$ cat src/rtl/aesha_out_serializer_pkg.sv
// Shared constants and types for the AESHA output serializer.
//   WORD_W / BLOCK_W     : output word and captured block widths
//   AES_WORDS            : words per AES result (full block)
//   KECCAK_WORDS         : words per Keccak result (256-bit digest in the low half)
//   ser_state_t          : serializer FSM states
package aesha_pkg;

    localparam int WORD_W       = 32;
    localparam int BLOCK_W      = 512;
    localparam int AES_WORDS    = 16;
    localparam int KECCAK_WORDS = 8;
    localparam int IDX_W        = $clog2(AES_WORDS);

    typedef enum logic {
        IDLE  = 1'b0,
        DRAIN = 1'b1
    } ser_state_t;

    // Index of the final word for a given result mode (0 = AES, 1 = Keccak).
    function automatic logic [IDX_W-1:0] last_index(input logic keccak);
        return keccak ? IDX_W'(KECCAK_WORDS - 1) : IDX_W'(AES_WORDS - 1);
    endfunction

endpackage

$ cat src/rtl/aesha_out_serializer_if.sv
// Result-capture and word-stream signals of the AESHA output serializer.
//   i_done / i_aes_or_keccak / i_data : result pulse, mode and block from the core
//   o_valid / i_ready / o_word / o_last : word stream to the consumer
//   o_busy / o_overrun                : status
// modport slave  : the serializer itself
// modport master : the environment (core + consumer) around it
interface aesha_out_serializer_if;
    import aesha_pkg::*;

    logic               i_done;
    logic               i_aes_or_keccak;
    logic [BLOCK_W-1:0] i_data;
    logic               o_valid;
    logic               i_ready;
    logic [WORD_W-1:0]  o_word;
    logic               o_last;
    logic               o_busy;
    logic               o_overrun;

    modport slave (
        input  i_done, i_aes_or_keccak, i_data, i_ready,
        output o_valid, o_word, o_last, o_busy, o_overrun
    );

    modport master (
        output i_done, i_aes_or_keccak, i_data, i_ready,
        input  o_valid, o_word, o_last, o_busy, o_overrun
    );

endinterface

$ cat src/rtl/aesha_out_serializer.sv
// AESHA output serializer: captures the 512-bit result on the core's done
// pulse and streams it out as 32-bit words, low word first, with o_last on
// the final word. A result arriving mid-drain is dropped and flagged in the
// sticky o_overrun; one arriving on the final handshake is taken seamlessly.
// Ports:
//   i_clk   : clock, rising edge
//   i_reset : synchronous active-high reset
//   bus     : result capture + word stream (aesha_out_serializer_if.slave)
// All outputs are registers; i_ready only steers register updates.
module aesha_out_serializer
    import aesha_pkg::*;
(
    input  logic                  i_clk,
    input  logic                  i_reset,
    aesha_out_serializer_if.slave bus
);

    ser_state_t         state;
    logic [BLOCK_W-1:0] blk;
    logic [IDX_W-1:0]   idx;
    logic [IDX_W-1:0]   last_idx;
    logic               valid_q;
    logic [WORD_W-1:0]  word_q;
    logic               last_q;
    logic               overrun_q;

    logic             xfer;
    logic             final_xfer;
    logic             load;
    logic [IDX_W-1:0] idx_nxt;

    assign xfer       = valid_q && bus.i_ready;
    assign final_xfer = xfer && (idx == last_idx);
    // A new block is accepted when idle, or exactly as the last word leaves.
    assign load       = bus.i_done && ((state == IDLE) || final_xfer);
    assign idx_nxt    = idx + 1'b1;

    always_ff @(posedge i_clk) begin
        if (i_reset) begin
            state     <= IDLE;
            blk       <= '0;
            idx       <= '0;
            last_idx  <= '0;
            valid_q   <= 1'b0;
            word_q    <= '0;
            last_q    <= 1'b0;
            overrun_q <= 1'b0;
        end else if (load) begin
            state    <= DRAIN;
            blk      <= bus.i_data;
            idx      <= '0;
            last_idx <= last_index(bus.i_aes_or_keccak);
            valid_q  <= 1'b1;
            word_q   <= bus.i_data[WORD_W-1:0];
            last_q   <= 1'b0;
        end else if (state == DRAIN) begin
            if (bus.i_done) begin
                overrun_q <= 1'b1;
            end
            if (final_xfer) begin
                state   <= IDLE;
                valid_q <= 1'b0;
                last_q  <= 1'b0;
            end else if (xfer) begin
                // Pre-select the next word so o_word stays a plain register.
                idx    <= idx_nxt;
                word_q <= blk[idx_nxt*WORD_W +: WORD_W];
                last_q <= (idx_nxt == last_idx);
            end
        end
    end

    assign bus.o_valid   = valid_q;
    assign bus.o_word    = word_q;
    assign bus.o_last    = last_q;
    assign bus.o_busy    = (state == DRAIN);
    assign bus.o_overrun = overrun_q;

endmodule
$ cat src/flat_wrapper.sv
// flat-port wrapper written by rule: the top's interface ports become plain ports
module aesha_out_serializer_flat import aesha_pkg::*;
  (i_clk, i_reset, bus_i_done, bus_i_aes_or_keccak, bus_i_data, bus_i_ready, bus_o_valid, bus_o_word, bus_o_last, bus_o_busy, bus_o_overrun);
  aesha_out_serializer_if bus_i ();
  input  logic i_clk;
  input  logic i_reset;
  input wire logic [$bits(bus_i.i_done)-1:0] bus_i_done;
  input wire logic [$bits(bus_i.i_aes_or_keccak)-1:0] bus_i_aes_or_keccak;
  input wire logic [$bits(bus_i.i_data)-1:0] bus_i_data;
  input wire logic [$bits(bus_i.i_ready)-1:0] bus_i_ready;
  output wire logic [$bits(bus_i.o_valid)-1:0] bus_o_valid;
  output wire logic [$bits(bus_i.o_word)-1:0] bus_o_word;
  output wire logic [$bits(bus_i.o_last)-1:0] bus_o_last;
  output wire logic [$bits(bus_i.o_busy)-1:0] bus_o_busy;
  output wire logic [$bits(bus_i.o_overrun)-1:0] bus_o_overrun;
  assign bus_i.i_done = bus_i_done;
  assign bus_i.i_aes_or_keccak = bus_i_aes_or_keccak;
  assign bus_i.i_data = bus_i_data;
  assign bus_i.i_ready = bus_i_ready;
  assign bus_o_valid = bus_i.o_valid;
  assign bus_o_word = bus_i.o_word;
  assign bus_o_last = bus_i.o_last;
  assign bus_o_busy = bus_i.o_busy;
  assign bus_o_overrun = bus_i.o_overrun;
  aesha_out_serializer u_core (.i_clk(i_clk), .i_reset(i_reset), .bus(bus_i));
endmodule
$ cat config.mk
export PLATFORM = sky130hd
export DESIGN_NAME = aesha_out_serializer_flat
export DESIGN_NICKNAME = d
export VERILOG_FILES = /design/src/rtl/aesha_out_serializer_pkg.sv /design/src/rtl/aesha_out_serializer_if.sv /design/src/rtl/aesha_out_serializer.sv /design/src/flat_wrapper.sv
export SDC_FILE = /design/constraint.sdc
export NUM_CORES = 1
export LEC_CHECK = 0
export ABC_AREA = 0
export CORE_UTILIZATION = 33
export DETAILED_ROUTE_END_ITERATION = 7
export HOLD_SLACK_MARGIN = 0.02
export MAX_ROUTING_LAYER = met4
export SYNTH_ARGS = -nofsm -noshare
export SYNTH_HDL_FRONTEND = slang
export SYNTH_SLANG_ARGS = --single-unit
$ cat constraint.sdc
create_clock -name i_clk -period 5.65 [get_ports i_clk]
set_input_delay 1.695 -clock i_clk [delete_from_list [all_inputs] [get_ports i_clk]]
set_output_delay 1.695 -clock i_clk [all_outputs]
set_load 0.03 [all_outputs]
## Yosys cells after proc, flatten, opt, wreduce, memory -nomap -nowiden

Cells that the tools add are included.

- Flip-flop bits (word level): 556
- Output and inout bits: 36
- Logic and storage cells: 43

- $add $sub $neg: 1
- Equality and inequality tests: 3
- Shifts and indexed selects: 1
- Multiplexer cells: 13
- Bitwise gates (word level): 3
- Reduce and logical (&&, ||, !) cells: 14

Operator list:

| operator | number |
|---|---|
| $shiftx A512 B10 Y32 | 1 |
| $mux W32 | 4 |
| $reduce_and A3 Y1 | 3 |
| $eq A4 B4 Y1 | 2 |
| $mux W1 | 8 |
| $reduce_bool A2 Y1 | 4 |
| $add A4 B1 Y4 const B | 1 |
| $mux W4 | 1 |
| $reduce_and A2 Y1 | 2 |
| $logic_and A1 B1 Y1 | 3 |
| $not A1 Y1 | 3 |
| $ne A2 B2 Y1 const B | 1 |
| $reduce_or A2 Y1 | 1 |
| $logic_or A1 B1 Y1 | 1 |

## Longest topological paths before layout

- Depth after elaboration: 6
- Depth in mapped cells: 9

## Least setup slack after synthesis

Ideal clock, no wire load.

- Kind: in2reg
- From: input port bus_i_done
- To: register u_core.word_q[25], in the netlist u_core.bus.o_word[25]
- Arrival: 2897 ps
- Data required time: 5564 ps
- Setup slack: 2667 ps
- Stages: 6
- Path buffers: 1
- Cells stage by stage: inv_1 -> nor2_1 -> nor3_1 -> clkbuf_1 -> a22oi_1 -> a221oi_2

- Cells in the longest elaborated chain, start to end: 3
- Elaborated cells between the ends (all ways): 6
- Classes of those cells: eq/ne: 1; mux: 1; reduce/logical: 4

Ends and longest elaborated chain:

| item | RTL line | text |
|---|---|---|
| start: declaration | flat_wrapper.sv:7 | `input wire logic [$bits(bus_i.i_done)-1:0] bus_i_done;` |
| $logic_and A1 B1 Y1 (*) | aesha_out_serializer.sv:35 | `assign load = bus.i_done && ((state == IDLE) \|\| final_xfer);` |
| $ne A2 B2 Y1 (no line) / $reduce_bool A2 Y1 (equally long branches) | n/a |  |
| $reduce_and A3 Y1 (no line) | n/a |  |
| end signal: assignment | aesha_out_serializer.sv:54 | `word_q <= bus.i_data[WORD_W-1:0];` |
| end signal: assignment | aesha_out_serializer.sv:67 | `word_q <= blk[idx_nxt*WORD_W +: WORD_W];` |
| end: declaration | aesha_out_serializer.sv:23 | `logic [WORD_W-1:0] word_q;` |

Mark *: on every way between the ends. The rest lies on a longest branch, timed or not.
A chain may end at the register's enable or synchronous reset.

## Final worst setup path

- From: input port bus_i_done
- To: register u_core.blk[321]

- Cells in the longest elaborated chain, start to end: 1

Ends and longest elaborated chain:

| item | RTL line | text |
|---|---|---|
| $logic_and A1 B1 Y1 | aesha_out_serializer.sv:35 |  |
| end signal: assignment | aesha_out_serializer.sv:50 | `blk <= bus.i_data;` |
| end: declaration | aesha_out_serializer.sv:19 | `logic [BLOCK_W-1:0] blk;` |

No other way between the ends.

==> results.toml <==
[clocking]
clk_latency_ns = 0.65
clk_pin_slew_ns = 0.06
cts_tree = "yes"
clock-sinks = 554
root_buffer = "clkbuf_16"
cts_made_buffers = 61
htree_levels = 2
clock_path_buffers = 3
cts_setup_buffers = 0
cts_resized = 0
hold_buffers = 0

[job]
cap_violations = 0

[floorplanning]
ios = 553
die_w_um = 269
fp-row-count = 97
dieHeight_um = 269
core_mm2 = 0.0701
die-area_mm2 = 0.0722
start_util = 0.335

[grt]
grt_pass1_vias = 19900
grt_overflow_total = 0
grt_max_degree = 188
antenna_found_initial = 25
grt_usage = 0.245
grt_pass1_wl_um = 127000

[synthesis]
synth_fp_nets = 3239
yosys.cell_types.count = 38
synth_seq_area_share = 0.473
synth.avg_cell_area_um2 = 8.63
ys_warn_count = 0
syn_area_mm2 = 0.0235
yosys_register_bits = 554
synthCells = 2721

[place]
gp_congestion = 0.845
dpl_cell_area_mm2 = 0.0297
dp_cells = 4027
io_buffers = 552
dpl.hpwl_um = 63700
preCtsSetupSlack_ns = 1.21

[sta]
fin_crit_sh = 0.703
layout_min_cycle_time_ns = 3.97
drv_slew = 0
final.setup_skew_ns = 0.0255
fin_tns_setup_ns = 0
fin_hold_ws_ns = 0.451
finalHoldViolations = 0
fmax_mhz = 252
max_slew_margin = 0.287
setup_viol = 0
worst_pin_slew_ns = 1.07
rsz0062_at_grt = "false"
worst_slack_ns = 1.68

[power_and_ir_drop]
ir_drop_mv = 0.245
p_per_area_mw_per_mm2 = 314
p_leak_nw = 11.5
power_mw = 10.0

[detailed_routing]
first_pass_iters = 5
totalWireLength_um = 88000
ant_nets = 0
avgViaCountPerCell = 5.03
post_drt_wl_per_cell_um = 21.1
vias = 20900
drtIter0Drc = 1707
drc = 0

[critical_path]
worst-setup-path-type = "input port to flip-flop"
cp_num_buf_inv = 4
critPathMaxFanout = 187
path_delay_family = "buffers and inverters"
rr_startpoint = "u_core.idx[0]$_SDFFE_PP0P_"
worstPathArrival_ns = 4.53
cp_slowest_cell = "nor2_4"
cp-start-kind = "input port"
worst_r2r_endpoint = "u_core.bus.o_word[7]$_SDFFE_PP0P_"
cp_data_required_time_ns = 6.21
crit_path_end_kind = "flip-flop"
path_cells = "clkdlybuf4s50_1 > buf_4 > inv_1 > nor2_1 > nor2_4 > buf_12 > nand2_1 > a21oi_1"
max_stage_delay_ns = 0.77
worst-r2r-cell-count = 8
reg2reg_slack_ns = 1.75

[finish]
final_nets = 3668
area_growth_pct = 36.1
finalNonFillerCells = 4166
drive_gt1_frac = 0.110
final_cell_area_mm2 = 0.0319
final_util = 0.455

[min_path]
hold_end = "u_core.blk[272]$_SDFFE_PP0P_"
hp-start = "u_core.blk[272]$_SDFFE_PP0P_"
hp-class = "flip-flop to flip-flop"
min_delay_path_depth = 2

[status]
run_status = "finished clean"
metal layers:
metal | vias up | track usage | wire length, um
li1 | 10100 | - | -
met1 | 10100 | 0.306 | 36700
met2 | 660 | 0.385 | 41700
met3 | 115 | 0.0554 | 6620
met4 | 0 | 0.0951 | 2960
met5 | - | - | 0
cells by family after synthesis:
group	Yosys count	share of synthesized area
mux	193	0.155
simple gates	1089	0.180
compound gates	613	0.141
flops	554	0.473
buf+inv	264	0.0484
xor+xnor	7	0.00293
fa+ha+maj	1	0.000533
synthesized netlist by cell type:
master       n  area, um^2
nand2_1   1030        3870
dfxtp_1    554       11100
a21oi_1    540        2700
clkbuf_1   144         541
mux4_2     124        2790
buf_2       68         340
mux2_2      64         721
a221oi_1    36         315
inv_1       33         124
nand2b_1    33         206
a22oi_1     27         203
buf_4       12        90.1
nor2_1       8        30.0
nor3_1       7        35.0
buf_1        5        18.8
xnor2_1      5        43.8
mux4_1       4         105
nand3_1      4        20.0
a221oi_2     2        30.0
buf_6        2        22.5
nor3b_1      2        15.0
a211oi_1     1        7.51
a211oi_2     1        12.5
a21boi_1     1        7.51
a21o_1       1        7.51
a21oi_2      1        8.76
a31oi_1      1        6.26
a41oi_1      1        8.76
ha_1         1        12.5
mux2i_1      1        10.0
nand4_1      1        6.26
nand4b_1     1        8.76
o21bai_1     1        7.51
or2_1        1        6.26
or4_4        1        11.3
or4b_2       1        10.0
xor2_1       1        8.76
xor2_2       1        16.3
how the worst max path moves through the flow:
stage               slack, ns  depth (start not counted)                       start                            endpoint
finish                   1.68                          8                  bus_i_done        u_core.blk[321]$_SDFFE_PP0P_
global route             1.53                          8  u_core.idx[0]$_SDFFE_PP0P_   u_core.bus.o_word[7]$_SDFFE_PP0P_
CTS                      1.70                          8  u_core.idx[0]$_SDFFE_PP0P_   u_core.bus.o_word[7]$_SDFFE_PP0P_
detailed placement       1.21                          8                  bus_i_done        u_core.blk[498]$_SDFFE_PP0P_
global placement         1.22                          8                  bus_i_done        u_core.blk[389]$_SDFFE_PP0P_
floorplan                2.67                          6                  bus_i_done  u_core.bus.o_word[25]$_SDFFE_PP0P_
tightest hold or removal path: cells and delay by family (launching register included):
family	cells	cell delay [ns]
DFF	1	0.31
and+or+nand+nor	1	0.05
AOI/OAI and AO/OA	1	0.05
sequential cells by signal (all words and copies together), names as in the netlist:
name	flops
u_core.blk	512
u_core.bus.o_valid	1
u_core.bus.o_busy	1
u_core.last_idx	2
u_core.idx	4
u_core.bus.o_overrun	1
u_core.bus.o_word	32
u_core.bus.o_last	1
layout make-up:
type	instances	area, um^2
tap	940	1180
inverter	33	124
fill	6979	38200
timing repair buffer	597	6030
antenna	26	65.1
clock buffer	81	1710
multi-input combinational	1903	11300
clock inverter	32	448
sequential	554	11100
power breakdown:
group	switching, mW	internal, mW	total (mW)
clock	1.71	2.59	4.30
sequential	0.139	4.17	4.31
combinational	0.743	0.687	1.43
total	2.59	7.44	10.0
layout by cell type (no fill, tap or decap), types with 7 or more instances in the layout:
cell type        instances
a21oi_1                540
clkbuf_8                11
bufinv_16               10
dfxtp_1                553
a221oi_1                36
buf_4                   32
clkbuf_1                 9
clkbuf_16               61
mux2_2                  64
diode_2                 26
nor2_1                   7
a22oi_1                 27
buf_12                  13
clkinv_2                14
nand2_1               1030
clkdlybuf4s50_1        551
nand2b_1                33
mux4_2                 124
inv_1                   33
No activity file was read; power rests on OpenSTA's default activity.
